## src/rtl/calc_pkg.sv

```systemverilog
// calc_pkg: shared op codes, ASCII command bytes and 7-segment glyphs for the calculator front end
package calc_pkg;
  localparam logic [1:0] OP_SQRT = 2'd0, OP_SIN = 2'd1, OP_COS = 2'd2, OP_PRIME = 2'd3;
  localparam logic [7:0] ASC_SPACE = 8'h20, ASC_ESC = 8'h1B, ASC_0 = 8'h30, ASC_9 = 8'h39;
  localparam logic [7:0] ASC_Q = 8'h51, ASC_B = 8'h42, ASC_C = 8'h43, ASC_P = 8'h50;
  localparam logic [3:0] CODE_MINUS = 4'd10;
  localparam logic [6:0] SEG_MINUS = 7'b1111110, SEG_BLANK = 7'b1111111;
  localparam logic [9:0][6:0] SEG_GLYPH = {7'b0000100, 7'b0000000, 7'b0001111, 7'b0100000, 7'b0100100,
                                           7'b1001100, 7'b0000110, 7'b0010010, 7'b1001111, 7'b0000001};
  // Clearing bit 5 folds lower-case letters onto upper-case
  function automatic logic is_cmd(input logic [7:0] b);
    logic [7:0] u;
    u = b & 8'hDF;
    return u == ASC_Q || u == ASC_B || u == ASC_C || u == ASC_P;
  endfunction
  function automatic logic [1:0] cmd_code(input logic [7:0] b);
    logic [7:0] u;
    u = b & 8'hDF;
    return u == ASC_B ? OP_SIN : u == ASC_C ? OP_COS : u == ASC_P ? OP_PRIME : OP_SQRT;
  endfunction
  function automatic logic [6:0] seg_of(input logic [3:0] c);
    return c < 4'd10 ? SEG_GLYPH[c] : c == CODE_MINUS ? SEG_MINUS : SEG_BLANK;
  endfunction
endpackage

```

## src/rtl/seg_scan.sv

```systemverilog
// seg_scan: multiplexed 7-segment driver with scan prescaler, digit index, glyph decode and decimal point
module seg_scan
  import calc_pkg::*;
#(
  parameter int DIGITS  = 4,
  parameter int CLK_HZ  = 100_000_000,
  parameter int SCAN_HZ = 1000,
  parameter int DP_POS  = 1
) (
  input  logic                  clk,
  input  logic                  reset,
  input  logic [4*DIGITS-1:0]   bcd,
  input  logic                  neg,
  input  logic                  err,
  input  logic                  dp_en,
  output logic [DIGITS-1:0]     anode,
  output logic [6:0]            seg,
  output logic                  dp
);
  localparam int DIV = CLK_HZ / SCAN_HZ > 1 ? CLK_HZ / SCAN_HZ : 1;
  localparam int PW = $clog2(DIV + 1);
  localparam int IW = $clog2(DIGITS);
  logic [PW-1:0] pre;
  logic [IW-1:0] idx;
  logic [3:0] code;
  always_ff @(posedge clk or posedge reset)
    if (reset) begin
      pre <= '0;
      idx <= '0;
    end else if (pre == PW'(DIV - 1)) begin
      pre <= '0;
      idx <= idx == IW'(DIGITS - 1) ? '0 : idx + 1'b1;
    end else
      pre <= pre + 1'b1;
  // Digit 0 is the MSD, so it sits in the top nibble and drives the top anode bit
  always_comb begin
    code  = err || (idx == '0 && neg) ? CODE_MINUS : bcd[4*(DIGITS-1-int'(idx)) +: 4];
    seg   = seg_of(code);
    dp    = !(dp_en && idx == IW'(DP_POS));
    anode = ~(DIGITS'(1) << (DIGITS - 1 - int'(idx)));
  end
endmodule

```

## src/rtl/calc_cmd_display.sv

```systemverilog
// calc_cmd_display: ASCII command parser that issues compute requests and shows the latched result
module calc_cmd_display
  import calc_pkg::*;
#(
  parameter int CLK_HZ  = 100_000_000,
  parameter int DIGITS  = 4,
  parameter int OP_W    = 9,
  parameter int SCAN_HZ = 1000,
  parameter int DP_POS  = 1
) (
  input  logic                clk,
  input  logic                reset,
  input  logic [7:0]          rx_data,
  input  logic                rx_valid,
  output logic [OP_W-1:0]     op_value,
  output logic [1:0]          op_code,
  output logic                op_req,
  input  logic                op_ack,
  input  logic [4*DIGITS-1:0] res_bcd,
  input  logic                res_neg,
  output logic [DIGITS-1:0]   anode,
  output logic [6:0]          seg,
  output logic                dp,
  output logic                busy,
  output logic                err
);
  localparam logic [1:0] IDLE = 2'd0, ENTRY = 2'd1, READY = 2'd2, REQ = 2'd3;
  localparam logic [OP_W-1:0] MAXV = '1;
  logic [1:0] state;
  logic [OP_W-1:0] acc;
  logic [OP_W+3:0] nxt;
  logic ovf, is_dig;
  logic [4*DIGITS-1:0] disp_bcd;
  logic disp_neg;
  logic [1:0] disp_code;
  always_comb begin
    is_dig = rx_data >= ASC_0 && rx_data <= ASC_9;
    nxt    = (OP_W+4)'(acc) * (OP_W+4)'(10) + (OP_W+4)'(rx_data[3:0]);
    ovf    = nxt > (OP_W+4)'(MAXV);
  end
  assign busy = state == REQ;
  // ESC outranks a coinciding ack; other bytes arriving in REQ are dropped
  always_ff @(posedge clk or posedge reset)
    if (reset) begin
      state     <= IDLE;
      acc       <= '0;
      op_value  <= '0;
      op_code   <= OP_SQRT;
      op_req    <= 1'b0;
      err       <= 1'b0;
      disp_bcd  <= '0;
      disp_neg  <= 1'b0;
      disp_code <= OP_SQRT;
    end else if (rx_valid && rx_data == ASC_ESC) begin
      state     <= IDLE;
      acc       <= '0;
      err       <= 1'b0;
      op_req    <= 1'b0;
      disp_bcd  <= '0;
      disp_neg  <= 1'b0;
      disp_code <= OP_SQRT;
    end else if (state == REQ) begin
      if (op_ack) begin
        disp_bcd  <= res_bcd;
        disp_neg  <= res_neg;
        disp_code <= op_code;
        op_req    <= 1'b0;
        state     <= READY;
      end
    end else if (rx_valid) begin
      if (is_dig) begin
        acc   <= ovf ? MAXV : nxt[OP_W-1:0];
        err   <= ovf;
        state <= ENTRY;
      end else if (rx_data == ASC_SPACE && state == ENTRY) begin
        if (!err) op_value <= acc;
        acc   <= '0;
        err   <= 1'b0;
        state <= err ? IDLE : READY;
      end else if (is_cmd(rx_data)) begin
        if (state == READY) begin
          op_code <= cmd_code(rx_data);
          op_req  <= 1'b1;
          state   <= REQ;
        end else
          err <= 1'b1;
      end
    end
  seg_scan #(.DIGITS(DIGITS), .CLK_HZ(CLK_HZ), .SCAN_HZ(SCAN_HZ), .DP_POS(DP_POS)) u_scan (
    .clk   (clk),
    .reset (reset),
    .bcd   (disp_bcd),
    .neg   (disp_neg),
    .err   (err),
    .dp_en (disp_code == OP_SIN || disp_code == OP_COS),
    .anode (anode),
    .seg   (seg),
    .dp    (dp)
  );
endmodule

```

## config.mk

```make
export PLATFORM = sky130hd
export DESIGN_NAME = calc_cmd_display
export DESIGN_NICKNAME = d
export VERILOG_FILES = /design/src/rtl/calc_pkg.sv /design/src/rtl/seg_scan.sv /design/src/rtl/calc_cmd_display.sv
export SDC_FILE = /design/constraint.sdc
export NUM_CORES = 1
export LEC_CHECK = 0
export ABC_AREA = 1
export CAP_MARGIN = 20
export CORE_AREA = 2 2 112 114
export CTS_BUF_LIST = sky130_fd_sc_hd__clkbuf_4 sky130_fd_sc_hd__clkbuf_8
export CTS_CLUSTER_SIZE = 16
export DETAILED_ROUTE_END_ITERATION = 6
export DIE_AREA = 0 0 114 116
export GPL_TIMING_DRIVEN = 1
export PLACE_DENSITY_LB_ADDON = 0.1
export SYNTH_ARGS = -nofsm -noshare
export SYNTH_HDL_FRONTEND = slang
export SYNTH_SLANG_ARGS = --single-unit
export TNS_END_PERCENT = 30
```

## constraint.sdc

```tcl
create_clock -name clk -period 8 [get_ports clk]
set_input_delay 0.8 -clock clk [delete_from_list [all_inputs] [get_ports clk]]
set_output_delay 0.8 -clock clk [all_outputs]
set_load 0.01 [all_outputs]
```

==> results.py, run 1 <==
metrics = {
    "run_status": {
        "status": "complete, no violations",
    },
    "critical_path": {
        "worstSetupStartpointType": "register",
        "reg2reg_depth": 16,
        "critPathLaunch": "u_scan.idx[0]",
        "critPathArrivalTime_ns": 3.31,
        "cp.required_ns": 7.20,
        "crit_fanout": 15,
        "r2r_setup_slack_ns": 5.10,
        "crit_end": "seg[0]",
        "critPathCaptureType": "output port",
        "criticalPathCategory": "register to output port",
        "reg2reg_from": "acc[1]",
        "rr_endpoint": "acc[8]",
    },
    "cts": {
        "cts.clk_slew.worst_paths_ns": 0.08,
        "max-clock-path-buffers": 2,
        "hold_buffers": 0,
        "htreeDepth": 3,
        "clockRootBuffer": "clkbuf_8",
        "cts-resized-gates": 0,
        "clock-sinks": 62,
        "clk_latency_ns": 0.35,
        "postCtsSetupBuffers": 0,
        "cts_tree": "built",
        "numCtsBuffers": 9,
    },
    "synth": {
        "synth_warnings": 0,
        "synthCells": 546,
        "synth_edf_count": 0,
        "synthDistinctLibCells": 43,
        "async_flop_share_pct": 100,
        "synth-seq-area-share_pct": 37.4,
        "ys.flop_type": "dfrtp_1",
        "synth.avg_cell_area_um2": 7.60,
        "ys_ff_latch": 62,
        "syn_nets": 604,
        "syn-cell-area_um2": 4150,
    },
    "global_routing": {
        "first_global_vias": 3528,
        "grt_pass1_wl_um": 16800,
        "grt-ovfl-total": 0,
        "antenna_found_initial": 0,
        "grtUsageTotal_pct": 15.9,
        "grt_start_max_net_pins": 63,
    },
    "routing": {
        "routed_wl_um": 9680,
        "wl_per_cell_um": 12.8,
        "avgViaCountPerCell": 4.77,
        "drt_pass1_iterations": 4,
        "drc": 0,
        "drt_first_iter_violations": 184,
        "vias": 3621,
        "ant_nets": 0,
    },
    "sta": {
        "totalNegativeSetupSlack_ns": 0,
        "setup_slack_ns": 3.89,
        "hold_violations": 0,
        "tightest_slew_ns": 0.794,
        "max_freq_mhz": 243,
        "period_needed_ns": 4.11,
        "finClkSkew_ns": 0.00870,
        "rsz0062_at_grt": "false",
        "slew_viol_final": 0,
        "finalSetupViolations": 0,
        "period_share_pct": 51.4,
        "max-slew-margin-rel_pct": 47.1,
        "hold_ws_ns": 0.470,
    },
    "placement": {
        "portBuffers": 54,
        "finalWeightedCongestion": 0.844,
        "pre_cts_slack_ns": 4.26,
        "hpwl_um": 7240,
    },
    "final_layout": {
        "antenna_cells": 0,
        "layout-drive-gt1-share_pct": 8.33,
        "layout_common_cells": "nand2_1, inv_1, dfrtp_1",
        "fin_util_pct": 42.6,
        "final_common_cell": "nand2_1",
        "final_nets": 665,
        "area_growth_pct": 22.2,
        "nFillCells": 1236,
    },
    "floorplanning": {
        "io_pins": 55,
        "dieArea_um2": 13200,
        "coreArea_um2": 11900,
        "dieWidth_um": 114,
        "rows": 40,
        "die_h_um": 116,
        "start_util_pct": 34.8,
    },
    "power": {
        "peakVddDrop_uv": 120,
        "switching_power_mw": 0.707,
        "p_int_mw": 0.894,
        "seqPwrFrac_pct": 28.8,
        "combPwrFrac_pct": 53.8,
        "clockPowerShare_pct": 17.5,
        "power.leakage_nw": 2.57,
        "swShare_pct": 44.2,
        "p_per_area_nw_per_um2": 316,
    },
    "min_path": {
        "hold_class": "register to register",
    },
    "run": {
        "maxCapViolCount": 0,
    },
}
synth_stat cells (all sizes together) (2+ instances only):
master | instances | area (µm²)
o211ai | 3 | 22.5
fa | 2 | 40.0
nor2 | 47 | 213
nand3 | 57 | 305
mux2i | 9 | 90.1
xor2 | 6 | 60.1
xnor2 | 2 | 17.5
ha | 27 | 338
o21a | 2 | 15.0
dfrtp | 62 | 1550
nor3 | 12 | 81.3
a21oi | 19 | 95.1
nand2 | 113 | 444
a31oi | 5 | 31.3
nand4 | 5 | 31.3
inv | 99 | 372
buf | 6 | 28.8
nand3b | 2 | 15.0
nor4 | 4 | 46.3
o21ai | 56 | 288
sequential cells by signal (all words and copies together), names as in the netlist:
| name | cells |
|---|---|
| acc | 9 |
| u_scan.pre | 17 |
| disp_code | 2 |
| u_scan.idx | 2 |
| disp_neg | 1 |
| disp_bcd | 16 |
| op_code | 2 |
| err | 1 |
| op_value | 9 |
| op_req | 1 |
| state | 2 |
logic make-up (layout without fill, tap and decap cells):
logic type,count (synthesis),in the layout,share of synthesized area [%]
AO/OA/AOI/OAI,88,88,11.8
adder cells (fa/ha/maj),29,29,9.11
buffers and inverters,107,173,9.83
multiplexers,9,9,2.17
flip-flops,62,62,37.4
AND/OR/NAND/NOR,243,243,27.9
XOR/XNOR,8,8,1.87
power by group through the flow:
stage,Sequential [mW],Combinational (mW),Clock (mW)
2_1_floorplan,0.448,0.621,0
3_3_place_gp,0.467,0.855,0
3_5_place_dp,0.467,0.867,0
4_1_cts,0.463,0.870,0.291
5_1_grt,0.474,0.994,0.306
6_report,0.460,0.860,0.280
routing by layer:
metal	global-route usage (%)	up-vias	share of wire (%)
li1	-	1892	-
met1	21.2	1663	49
met2	25.4	58	45
met3	4.45	8	4.5
met4	4.31	0	1.1
met5	0	-	0
metrics by stage:
stage / cell area, µm² / power, mW / instances
floorplan: 4150 / 1.07 / 546
global placement: 4870 / 1.32 / 743
detailed placement: 4870 / 1.33 / 743
CTS: 5070 / 1.62 / 759
global route: 5070 / 1.77 / 759
finish: 5070 / 1.60 / 759
worst min path at each step:
stage | from | endpoint | slack (ns) | depth (start not counted)
after global placement | u_scan.pre[16] | u_scan.pre[16] | 0.46 | 1
after floorplan | u_scan.pre[16] | u_scan.pre[16] | 0.44 | 1
after global routing | op_value[0] | op_value[0] | 0.50 | 2
final | u_scan.pre[16] | u_scan.pre[16] | 0.47 | 1
after CTS | u_scan.pre[16] | u_scan.pre[16] | 0.47 | 1
after detailed placement | u_scan.pre[16] | u_scan.pre[16] | 0.46 | 1
layout make-up:
| class | count | area (µm²) | share of cell area, % |
|---|---|---|---|
| Tap cell | 147 | 184 | 3.63 |
| Clock inverter | 7 | 75.1 | 1.48 |
| Sequential cell | 62 | 1550 | 30.6 |
| Multi-Input combinational cell | 377 | 2200 | 43.3 |
| Clock buffer | 9 | 124 | 2.44 |
| Timing Repair Buffer | 57 | 563 | 11.1 |
| Inverter | 100 | 375 | 7.41 |
worst max-delay path, cell delays in order (launching register included):
cell             delay, ns
dfrtp_1               0.60
inv_2                 0.14
ha_1                  0.24
a21oi_1               0.26
inv_1                 0.10
nor3_2                0.32
inv_1                 0.17
ha_1                  0.22
o21ai_0               0.17
nand2_1               0.09
o21ai_0               0.08
o21ai_0               0.10
clkdlybuf4s50_1       0.48
No activity file was read; power rests on OpenSTA's default activity.
==> run 2, diff against run 1 <==
clock period = 4 ns   (was 8 ns; I/O delays follow)
==> run 2 against run 1 <==
Hold slack better by 0.0042 ns. Non-clock buffer count grew 2. Total power increased by 100%. Critical path depth unchanged. Clock skew rose by 0.0018 ns. Sequential cell count unchanged. Largest power group unchanged. Final cell count rose by 0.13%. Clock-buffer cell count rose by 2. Largest cell class unchanged. Via count is 0.58% lower.
==> results.py, run 2 (synthesis gave the netlist of run 1 again) <==
metrics = {
    "run_status": {
        "status": "complete, no violations",
    },
    "critical_path": {
        "reg2reg_from": "acc[1]",
        "cp.required_ns": 3.60,
        "rr_endpoint": "acc[8]",
        "criticalPathCategory": "register to output port",
        "critPathCaptureType": "output port",
        "max_stage_delay_ns": 0.48,
        "r2r_setup_slack_ns": 1.11,
        "critPathArrivalTime_ns": 3.20,
        "cpMaxStageDelayCell": "clkdlybuf4s50_1",
        "crit_fanout": 7,
        "worstPathCellList": "inv_1, ha_1, a21oi_1, inv_1, nor3_2, inv_1, ha_1, o21ai_0, nand2_1, o21ai_0, o21ai_0, clkdlybuf4s50_1",
        "reg2reg_depth": 16,
        "worstSetupStartpointType": "register",
    },
    "routing": {
        "wl_per_cell_um": 12.8,
        "drt_pass1_iterations": 4,
        "ant_nets": 0,
        "routed_wl_um": 9710,
        "avgViaCountPerCell": 4.74,
        "drt_first_iter_violations": 265,
        "drc": 0,
        "vias": 3600,
    },
    "sta": {
        "hold_violations": 0,
        "finalSetupViolations": 0,
        "max_freq_mhz": 278,
        "rsz0062_at_grt": "false",
        "slew_viol_final": 0,
        "period_share_pct": 90.0,
        "finClkSkew_ns": 0.0105,
        "totalNegativeSetupSlack_ns": 0,
        "tightest_slew_ns": 0.901,
        "period_needed_ns": 3.60,
        "max-slew-margin-rel_pct": 39.8,
    },
    "final_layout": {
        "layout-drive-gt1-share_pct": 8.65,
        "layout_common_cells": "nand2_1, inv_1, dfrtp_1",
        "area_growth_pct": 23.1,
        "final_nets": 667,
        "antenna_cells": 0,
        "largest_reg_flops": 17,
        "top_regs": "u_scan.pre x17, disp_bcd x16",
        "top_register": "u_scan.pre",
        "finalNonFillerCells": 760,
        "final_common_cell": "nand2_1",
    },
    "power": {
        "clockPowerShare_pct": 19.2,
        "switching_power_mw": 1.39,
        "peakVddDrop_uv": 269,
        "p_int_mw": 1.88,
        "power.total_mw": 3.28,
        "p_per_area_nw_per_um2": 642,
        "seqPwrFrac_pct": 28.1,
        "combPwrFrac_pct": 52.8,
        "swShare_pct": 42.6,
        "power.leakage_nw": 2.61,
    },
    "cts": {
        "clockRootBuffer": "clkbuf_8",
        "htreeDepth": 3,
        "cts.clk_slew.worst_paths_ns": 0.07,
        "clk_latency_ns": 0.34,
        "postCtsSetupBuffers": 0,
        "clock-sinks": 62,
        "numCtsBuffers": 9,
        "cts_tree": "built",
        "max-clock-path-buffers": 2,
    },
    "floorplanning": {
        "coreArea_um2": 11900,
        "io_pins": 55,
        "start_util_pct": 34.8,
        "die_h_um": 116,
        "rows": 40,
        "dieArea_um2": 13200,
        "dieWidth_um": 114,
    },
    "run": {
        "maxCapViolCount": 0,
    },
    "placement": {
        "portBuffers": 54,
        "hpwl_um": 7400,
        "dpl.cell_count": 745,
        "finalWeightedCongestion": 0.851,
    },
    "global_routing": {
        "grt_pass1_wl_um": 16900,
        "antenna_found_initial": 0,
        "grtUsageTotal_pct": 15.9,
        "grt_start_max_net_pins": 44,
        "grt-ovfl-total": 0,
        "first_global_vias": 3562,
    },
    "min_path": {
        "hold_start": "u_scan.pre[16]",
        "hold_class": "register to register",
        "hold_path_end": "u_scan.pre[16]",
        "hold_depth": 1,
    },
}
-- run 2: changes by cell type in the layout (fill, tap and decap cells not counted) --
cell	delta
buf_4	+2
bufinv_16	+1
clkbuf_8	+2
clkinv_2	+1
clkinv_4	-2
clkinvlp_4	-3
dfrtp_1	-1
dfrtp_2	+1
-- run 2: critical path, delay by kind of cell, from the launching register on --
family          cells  cell delay [ns]
buf+inv             4             0.93
fa+ha+maj           2             0.46
compound gates      4             0.60
simple gates        2             0.40
flops               1             0.45
-- run 2: routing by layer --
metal | vias up | GRT usage (%) | part of all wire (%)
met1 | 1625 | 20.6 | 49
met5 | - | 0 | 0
met2 | 69 | 26.1 | 45
met4 | 0 | 5.12 | 1.4
met3 | 10 | 4.13 | 4.4
li1 | 1896 | - | -
-- run 2: repair_timing --
item / CTS / global route
resized for setup: 0 / 1
setup endpoints to repair: 0 / 2
hold buffers: 0 / 0
-- run 2: power groups by stage --
stage               clock network (mW)  logic (mW)  registers, mW
floorplan                            0        1.24          0.897
global placement                     0        1.72          0.938
detailed placement                   0        1.74          0.935
CTS                              0.649        1.75          0.925
global route                     0.671        1.99          0.945
finish                           0.628        1.73          0.920
-- run 2: through the flow --
stage          util (%)  area (µm²)  setup WS (ns)  hold WS (ns)
6_report           42.9        5110          0.398         0.475
4_1_cts            42.9        5110          0.247         0.472
3_5_place_dp       41.0        4880          0.632         0.461
2_1_floorplan         -        4150           1.41         0.438
5_1_grt            42.9        5110          0.116         0.508
3_3_place_gp       41.0        4880          0.755         0.468
-- run 2: layout make-up --
class / instances / area [µm²]
clock inverter: 4 / 70.1
multi-input combinational: 377 / 2200
fill: 1219 / 6800
tap: 147 / 184
sequential: 62 / 1550
inverter: 100 / 375
clock buffer: 11 / 151
timing repair buffer: 59 / 578
-- run 2: worst max path at each step --
stage	from	end	slack, ns	cells after the start
5_1_grt	u_scan.idx[1]	seg[0]	0.12	12
3_3_place_gp	u_scan.idx[0]	seg[0]	0.75	12
3_5_place_dp	u_scan.idx[0]	seg[0]	0.63	12
6_report	u_scan.idx[1]	seg[0]	0.40	12
4_1_cts	u_scan.idx[0]	seg[0]	0.25	12
2_1_floorplan	acc[1]	acc[3]	1.41	16
==> run 3, diff against run 2 <==
CORE_AREA = 2 2 105 107   (was 2 2 112 114)
DIE_AREA = 0 0 107 109   (was 0 0 114 116)
DONT_BUFFER_PORTS = 1   (was not set)
==> run 3 against run 2 <==
The flow now finishes with violations (negative hold slack). Total power shrank 6.5%. Register-to-register slack is essentially flat. Core utilization is essentially flat. Sequential share of layout area grew 3.8 points. Critical path type unchanged. Fmax grew 6.0%. Via count shrank 3.9%. Hold slack lost 0.48 ns. Sequential cell count is the same. Non-clock buffer count shrank 56. Final area shrank 11%.
==> results.py, run 3 (synthesis gave the netlist of run 1 again) <==
metrics = {
    "run_status": {
        "status": "finished with violations",
        "violations": "negative hold slack",
    },
    "critical_path": {
        "critPathArrivalTime_ns": 3.00,
        "worstPathCellList": "inv_2, ha_1, a21oi_1, inv_1, nor3_2, inv_1, ha_1, o21ai_0, nand2_1, o21ai_0, o21ai_0",
        "critPathLaunch": "u_scan.idx[0]",
        "cp.depth": 11,
        "cpMaxStageDelayCell": "dfrtp_1",
        "reg2reg_from": "acc[1]",
        "path_buf_inv": 3,
        "cp.required_ns": 3.60,
        "critPathCaptureType": "output port",
        "reg2reg_depth": 16,
        "r2r_setup_slack_ns": 1.10,
        "rr_endpoint": "acc[3]",
        "worstSetupStartpointType": "register",
        "max_stage_delay_ns": 0.63,
        "crit_fanout": 15,
        "path_delay_family": "compound AO/OA/AOI/OAI gates",
        "criticalPathCategory": "register to output port",
        "crit_path_frequent_cell": "o21ai_0",
    },
    "power": {
        "power.leakage_nw": 2.38,
        "seqPwrFrac_pct": 30.4,
        "peakVddDrop_uv": 301,
        "swShare_pct": 45.5,
        "combPwrFrac_pct": 49.4,
        "switching_power_mw": 1.39,
        "p_per_area_nw_per_um2": 675,
        "power.total_mw": 3.06,
        "p_int_mw": 1.67,
        "clockPowerShare_pct": 20.2,
    },
    "sta": {
        "max_freq_mhz": 294,
        "rsz0062_at_grt": "false",
        "tightest_slew_ns": 0.773,
        "hold_violations": 5,
        "slew_viol_final": 0,
        "period_share_pct": 84.9,
        "finClkSkew_ns": 0.00916,
        "hold_ws_ns": -0.00728,
        "period_needed_ns": 3.40,
        "totalNegativeSetupSlack_ns": 0,
        "max-slew-margin-rel_pct": 48.5,
        "finalSetupViolations": 0,
    },
    "run": {
        "maxCapViolCount": 0,
    },
    "cts": {
        "clockRootBuffer": "clkbuf_8",
        "numCtsBuffers": 9,
        "htreeDepth": 3,
        "cts-resized-gates": 0,
        "cts_tree": "built",
        "max-clock-path-buffers": 2,
        "clock-sinks": 62,
        "clk_latency_ns": 0.35,
        "postCtsSetupBuffers": 0,
        "hold_buffers": 0,
        "cts.clk_slew.worst_paths_ns": 0.07,
    },
    "floorplanning": {
        "dieArea_um2": 11700,
        "coreArea_um2": 10600,
        "dieWidth_um": 107,
        "start_util_pct": 39.1,
        "die_h_um": 109,
        "io_pins": 55,
        "rows": 38,
    },
    "global_routing": {
        "antenna_found_initial": 0,
        "grt-ovfl-total": 0,
        "first_global_vias": 3334,
        "grt_pass1_wl_um": 15800,
        "grt_start_max_net_pins": 36,
        "grtUsageTotal_pct": 17.2,
    },
    "min_path": {
        "hold_class": "input pin to asynchronous set/reset pin",
    },
    "final_layout": {
        "final_common_cell": "nand2_1",
        "area_growth_pct": 9.47,
        "antenna_cells": 0,
        "top_register": "u_scan.pre",
        "layout_common_cells": "nand2_1, inv_1, dfrtp_1",
        "nFillCells": 1099,
        "top_regs": "u_scan.pre x17, disp_bcd x16",
        "final_nets": 611,
        "largest_reg_flops": 17,
        "layout-drive-gt1-share_pct": 9.14,
    },
    "routing": {
        "drt_pass1_iterations": 4,
        "routed_wl_um": 9280,
        "ant_nets": 0,
        "wl_per_cell_um": 13.3,
        "drt_first_iter_violations": 210,
        "vias": 3459,
        "drc": 0,
        "avgViaCountPerCell": 4.96,
    },
    "placement": {
        "finalWeightedCongestion": 0.811,
        "hpwl_um": 7280,
        "portBuffers": 0,
    },
}
## run 3: changes by cell type in the layout (fill, tap and decap cells not counted)
cell / change
buf_4: -2
clkdlybuf4s50_1: -54
clkinv_2: -1
dfrtp_2: -1
clkbuf_8: -2
clkinvlp_4: +2
clkinv_4: +1
dfrtp_1: +1
inv_6: +1
## run 3: power by group through the flow
stage,combinational [mW],sequential (mW),clock [mW]
CTS,1.54,0.935,0.639
global placement,1.51,0.946,0
global route,1.75,0.954,0.666
finish,1.51,0.932,0.620
detailed placement,1.53,0.946,0
floorplan,1.24,0.897,0
## run 3: metrics by stage
stage | area (µm²) | instances | utilization [%] | setup slack [ns]
6_report | 4540 | 698 | 42.8 | 0.602
5_1_grt | 4540 | 698 | 42.8 | 0.302
4_1_cts | 4540 | 698 | 42.8 | 0.586
3_5_place_dp | 4320 | 682 | 40.7 | 0.970
3_3_place_gp | 4320 | 682 | 40.7 | 1.05
2_1_floorplan | 4150 | 546 | - | 1.41
## run 3: how the worst max path moves through the flow
stage	slack (ns)	end
detailed placement	0.97	seg[0]
finish	0.60	seg[0]
CTS	0.59	seg[0]
global placement	1.05	seg[0]
global route	0.30	seg[0]
floorplan	1.41	acc[3]
## run 3: final cells by class
| cell class | instances | area, µm² | area share, % |
|---|---|---|---|
| Sequential cell | 62 | 1550 | 34.2 |
| Timing Repair Buffer | 3 | 22.5 | 0.496 |
| Inverter | 100 | 375 | 8.26 |
| Clock buffer | 9 | 124 | 2.73 |
| Clock inverter | 7 | 97.6 | 2.15 |
| Tap cell | 140 | 175 | 3.86 |
| Multi-Input combinational cell | 377 | 2200 | 48.3 |
## run 3: worst register-to-register path, cell delays in order (launching register included)
cell and delay (ns):
dfrtp_1 0.45, ha_1 0.32, ha_1 0.24, fa_1 0.55, nand2_1 0.08, nor2_1 0.08
nand2_1 0.07, nand2_1 0.06, nand2_1 0.09, nor2_2 0.14, nand3_1 0.09, nand2_1 0.06
nand2_1 0.08, nor2_4 0.24, nand3_1 0.11, nand2_1 0.07, nand2_1 0.05
## run 3: routing by layer
metal	up-vias	wire, µm	global-route usage [%]
met5	-	0	0
met4	0	170	6.86
met3	13	415	3.23
met2	59	4240	28.7
met1	1595	4460	22.1
li1	1792	-	-
